===== src/rtl/enable_pacer.sv =====
// Request pacer for the saturating event counter: buffers valid/ready requests and
// issues single-cycle, spaced enable pulses until the downstream count saturates.
module enable_pacer #(
    parameter int unsigned CNT_W    = 3,
    parameter int unsigned SAT_VAL  = 5,
    parameter int unsigned MAX_PEND = 7,
    parameter int unsigned HOLDOFF  = 2,
    localparam int unsigned PEND_W  = $clog2(MAX_PEND + 1)
) (
    input  logic              clk,
    input  logic              reset,
    input  logic              req_valid,
    output logic              req_ready,
    input  logic [CNT_W-1:0]  count_in,
    output logic              enable,
    output logic [PEND_W-1:0] pending,
    output logic              saturated,
    output logic              dropped
);

    localparam int unsigned HOLD_W = (HOLDOFF > 1) ? $clog2(HOLDOFF) : 1;

    typedef enum logic [1:0] {
        IDLE  = 2'd0,
        PULSE = 2'd1,
        HOLD  = 2'd2
    } state_t;

    state_t              state;
    state_t              state_next;
    logic [HOLD_W-1:0]   hold_cnt;
    logic                hold_last;
    logic                leave_pulse;
    logic                accept;

    // Ready looks only at registers, so no input reaches an output combinationally.
    assign req_ready = (pending != PEND_W'(MAX_PEND)) || saturated;
    assign accept    = req_valid && req_ready;
    assign hold_last = (32'(hold_cnt) + 32'd1) >= HOLDOFF;

    always_comb begin
        state_next  = state;
        leave_pulse = 1'b0;
        case (state)
            IDLE: begin
                if (!saturated && (pending != '0)) state_next = PULSE;
            end
            PULSE: begin
                leave_pulse = 1'b1;
                if (HOLDOFF > 0)                                       state_next = HOLD;
                else if ((pending != PEND_W'(1)) && !saturated)        state_next = PULSE;
                else                                                   state_next = IDLE;
            end
            HOLD: begin
                if (hold_last) state_next = IDLE;
            end
            default: state_next = IDLE;
        endcase
    end

    always_ff @(posedge clk) begin
        if (reset) begin
            state     <= IDLE;
            enable    <= 1'b0;
            hold_cnt  <= '0;
        end else begin
            state     <= state_next;
            enable    <= (state_next == PULSE);
            hold_cnt  <= (state == HOLD && !hold_last) ? hold_cnt + HOLD_W'(1) : '0;
        end
    end

    // Saturation flushes the buffer and turns any accepted request into a drop pulse.
    always_ff @(posedge clk) begin
        if (reset) begin
            pending   <= '0;
            saturated <= 1'b0;
            dropped   <= 1'b0;
        end else begin
            saturated <= (count_in >= CNT_W'(SAT_VAL));
            dropped   <= accept && saturated;
            if (saturated) begin
                pending <= '0;
            end else if (accept && !leave_pulse) begin
                pending <= pending + PEND_W'(1);
            end else if (!accept && leave_pulse) begin
                pending <= pending - PEND_W'(1);
            end
        end
    end

endmodule


===== config.mk =====
export PLATFORM = sky130hd
export DESIGN_NAME = enable_pacer
export DESIGN_NICKNAME = d
export VERILOG_FILES = /design/src/rtl/enable_pacer.sv
export SDC_FILE = /design/constraint.sdc
export NUM_CORES = 1
export LEC_CHECK = 0
export CORE_AREA = 5 5 42 44
export DETAILED_ROUTE_END_ITERATION = 16
export DIE_AREA = 0 0 47 49
export GPL_ROUTABILITY_DRIVEN = 0
export MAX_ROUTING_LAYER = met4
export SKIP_CTS_REPAIR_TIMING = 1
export SLEW_MARGIN = 20
export SYNTH_ARGS = -nofsm -noshare
export SYNTH_HDL_FRONTEND = slang
export SYNTH_SLANG_ARGS = --single-unit
export TNS_END_PERCENT = 10

===== constraint.sdc =====
create_clock -name clk -period 2.55 [get_ports clk]
set_input_delay 0.3825 -clock clk [delete_from_list [all_inputs] [get_ports clk]]
set_output_delay 0.3825 -clock clk [all_outputs]
set_load 0.02 [all_outputs]

# Word-level counts from Yosys, hierarchy flattened
# Index checks and enable logic that the tools add are counted.
[totals]
mem_bits_rw = 0
latchBits = 0
mem_count = 0
out_inout_bits = 7
regBits = 9
word_cells = 39
mem_bits_ro = 0
[classes]
multipliers = 0
magnitude_cmp = 2
n_bitwise = 1
add_sub_neg = 4
n_eq_ne = 4
div_mod_pow = 0
reduce_logical = 16
shift = 0
muxes = 6
[op_table]
columns = ["op", "count"]
rows = [
  ["1-bit logical AND", 6],
  ["3-bit two-way mux", 2],
  ["2-bit case mux with 3 select lines", 1],
  ["2-bit by 1-bit == test with 1-bit output, second input constant", 2],
  ["1-bit logical NOT", 4],
  ["2-bit two-way mux", 2],
  ["2-bit OR reduction", 2],
  ["3-bit by 1-bit adder with 3-bit output, second input constant", 1],
  ["3-bit greater-or-equal comparator, second input constant", 1],
  ["3-bit != test, second input constant", 1],
  ["3-bit nonzero test", 1],
  ["3-bit by 1-bit subtractor with 3-bit output, second input constant", 1],
  ["1-bit by 1-bit adder with 2-bit output, second input constant", 1],
  ["2-bit == test, second input constant", 1],
  ["2-bit greater-or-equal comparator, second input constant", 1],
  ["2-bit logical NOT", 1],
  ["2-bit nonzero test", 1],
  ["1-bit adder, second input constant", 1],
  ["1-bit logical OR", 1],
  ["1-bit two-way mux", 1],
  ["1-bit inverter", 1],
]

# Longest topological paths before layout
[logic_depth]
ltp_word = 7
depth_mapped = 8
mapped_depth_nobuf = 8

# Least setup slack after synthesis
# OpenSTA, ideal clock, no wires.
[synth_path]
kind = "register to register"
start = "register saturated"
end = "register pending[2]"
path_slack_ns = 0.452
synth_period_minus_slack_ns = 2.098
setup_ns = 0.070
arrival_ns = 2.028
required_ns = 2.480
path_buffers = 0
stages_incl_launch_ff = 9
cell_sequence = "dfxtp_1 nand4b_1 and2_1 ha_1 inv_1 fa_1 xor2_1 or3_1 a21oi_1"
[synth_via]
elab_chain_cells = 5
elab_cells_between_ends = 8
classes_between = "mux (1); reduce/logical (7)"
[synth_lines]
columns = ["element", "line", "text"]
rows = [
  ["start: declaration", "17", "output logic saturated,"],
  ["start signal: assignment", "80", "saturated <= (count_in >= CNT_W'(SAT_VAL));"],
  ["1-bit logical OR *", "37", "assign req_ready = (pending != PEND_W'(MAX_PEND)) || saturated;"],
  ["named net req_ready", "13", "output logic req_ready,"],
  ["1-bit logical AND *", "38", "assign accept = req_valid && req_ready;"],
  ["1-bit logical NOT", "86", "end else if (!accept && leave_pulse) begin"],
  ["1-bit logical AND", "86", ""],
  ["2-bit nonzero test (no line)", "-", ""],
  ["end signal: assignment", "85", "pending <= pending + PEND_W'(1);"],
  ["end signal: assignment", "87", "pending <= pending - PEND_W'(1);"],
  ["end: declaration", "16", "output logic [PEND_W-1:0] pending,"],
]
# The timed path passes the listed nets; every way through them passes the cells marked *.
# A chain may end at the register's enable or synchronous reset.

# Final worst setup path
[layout_path]
start = "input port req_valid"
end = "register pending[2]"
[layout_via]
elab_chain_cells = 4
elab_cells_between_ends = 6
classes_between = "mux (1); reduce/logical (5)"
[layout_lines]
columns = ["element", "line", "text"]
rows = [
  ["start: declaration", "12", "input logic req_valid,"],
  ["1-bit logical AND *", "38", ""],
  ["1-bit logical NOT", "86", ""],
  ["1-bit logical AND", "86", ""],
  ["2-bit nonzero test (no line)", "-", ""],
]
# Mark *: on every way between the ends. The rest lies on a longest branch, timed or not.

==> results by group <==
Route
  • DRC viols: 0
  • Met3 Wirelength: 59 um
  • Wire length on met2: 297 um
  • Antenna viol nets, final: 0
  • Wire per inst: 10.4 um
  • Vias per inst: 4.32
  • DR pass1 iterations: 4
  • DR top layer: met3
  • Total wire length: 689 um
  • Total number of vias: 285
  • 1st-iter DRT viols: 3
  • M1 WL: 331 um

Power
  • Part of the power in registers: 41.7%
  • P_sw: 175 uW
  • Leak pwr: 0.200 nW
  • Power Density: 990 nW/um^2
  • Internal: 336 uW
  • Peak VDD IR: 0.335 mV
  • Sw frac: 34.3%
  • Logic pwr share: 37.3%
  • Clock Power Share: 20.9%

Finish
  • Post-layout utilization of the core: 36.8%
  • Most frequent cells in the layout: clkdlybuf4s50_1 (12), dfxtp_1 (9), nor2_1 (5), clkbuf_4 (3)
  • FILL cells: 155
  • Most common cell after layout, fill and taps aside: clkdlybuf4s50_1
  • # diodes: 0
  • Ratio of cells with drive above 1 in the final layout: 6.00%
  • Layout Area Growth over Synthesis: 47.7%
  • Nets: 59

Floorplanning
  • Starting density of the core: 24.9%
  • Std cell rows: 14
  • Die X: 47 um
  • Ports: 13
  • Die area: 2300 um^2
  • Placeable Area: 1400 um^2
  • Chip Height: 49 um

STA
  • Skew final: 2.68 ps
  • Unrepaired setup endpoints after global routing: no
  • Final Hold Fails: 0
  • Worst slew margin: 83.3%
  • Final Cycle Share: 77.4%
  • Worst-margin pin slew: 248 ps
  • Total negative slack: 0 ps
  • Max Fclk: 506 MHz
  • Fin. max-slew vios: 0
  • # setup viols final: 0
  • Fin crit period: 1970 ps
  • Final hold slack: 460 ps

Global route
  • First-pass GRT wire length: 1130 um
  • Initial antenna violation count: 0
  • Remaining global-route overflow: 0
  • Tot GR Track Use: 6.97%
  • Largest net degree at the start of global routing: 6
  • Vias in the first global route: 278

Yosys
  • Post-synth top area cell: dfxtp_1
  • Post-synth ARST share: 0%
  • FF+latch count, synth: 9
  • Mapped Area: 349 um^2
  • Mapped Cells: 34
  • Area share of the largest cell type after synthesis: 51.6%
  • Avg Synthesized Cell Area: 10.3 um^2
  • Synth warn: 0
  • Dominant synthesized flop cell: dfxtp_1
  • Number of synthesized flops with an enable pin: 0
  • Post-synthesis sequential area ratio: 51.6%
  • Area contributors post-synth: dfxtp_1 (52%), fa_1 (5.7%), nor2_1 (5.4%)
  • Synth cell types: 19
  • Syn nets: 42

Worst hold path
  • Hold path start: state[1]
  • HP Class: register to register

Clocking
  • Num CTS Buffers: 3
  • CTS sink count: 9
  • Root Buffer: clkbuf_4
  • CTS tree: yes
  • Clock tree buffer depth: 2
  • Number of H-tree levels: 1
  • Clock slew at reported path FFs: 60 ps
  • Clk_lat worst skew: 250 ps

Setup path
  • Required time of the critical path: 2740 ps
  • Reg-to-Reg Start: pending[0]
  • CP startpoint kind: primary input
  • Worst setup startpoint: req_valid
  • Worst-path fanout max: 2
  • Setup CP Type: primary input to register
  • Crit. End Element: register
  • Crit path arrival time: 2160 ps

Placement
  • Port bufs: 12
  • Post-DP HPWL: 534 um

Flow run
  • Max Cap Viol: 0

Status
  • Outcome: complete, no violations
## kinds of logic after synthesis
family	synth area share (%)
flops	51.6
fa+ha+maj	9.32
compound gates	4.30
buf+inv	1.07
mux	2.87
xor+xnor	5.02
simple gates	25.8
## through the flow
step / power [mW] / cell area [um^2] / std cells / worst slack, ps
after floorplan: 0.330 / 349 / 34 / 452
after global placement: 0.402 / 489 / 62 / 342
after detailed placement: 0.407 / 489 / 62 / 295
after CTS: 0.518 / 515 / 66 / 580
after global routing: 0.554 / 515 / 66 / 451
final: 0.511 / 515 / 66 / 576
## per-layer routing
metal  vias up  global-route usage [%]
met2        13                    8.82
met3         0                    3.32
met1       124                    8.72
met4         0                    4.15
li1        148                       -
met5         -                       -
## state kept, by name, summed over array words and instances, names as in the netlist
register   cells
pending        3
state          2
dropped        1
enable         1
hold_cnt       1
saturated      1
## power groups by stage
stage | registers [mW] | logic [mW] | clock network, mW
after detailed placement | 0.215 | 0.191 | 0
after floorplan | 0.239 | 0.0916 | 0
after global placement | 0.215 | 0.187 | 0
after CTS | 0.213 | 0.193 | 0.113
final | 0.213 | 0.191 | 0.107
after global routing | 0.219 | 0.215 | 0.120
## cells in the mapped netlist (2+ instances only)
cell,n
a21oi_1,2
dfxtp_1,9
nor2_1,5
nor4_1,2
xor2_1,2
## critical path, cell delays in order
cell,delay (ps)
clkdlybuf4s50_1,460
and2_1,120
ha_1,180
inv_1,60
fa_1,370
xor2_1,160
or3_1,300
a21oi_1,130
## final timing paths
path | end | slack (ps) | cells past startpoint
worst max register to register | pending[2] | 640 | 8
worst max-delay path | pending[2] | 580 | 8
worst min-delay path | state[0] | 460 | 1
worst min register to register | state[0] | 460 | 1
## layout make-up
type                    instances  area [um^2]  share of cell area [%]
flip-flops and latches          9          180                    35.0
multi-input cells              24          165                    32.0
repair buffers                 12          120                    23.3
clock buffers                   4         26.3                    5.10
well taps                      16         20.0                    3.88
inverters                       1         3.75                   0.728
(Power assumes the default switching activity.)
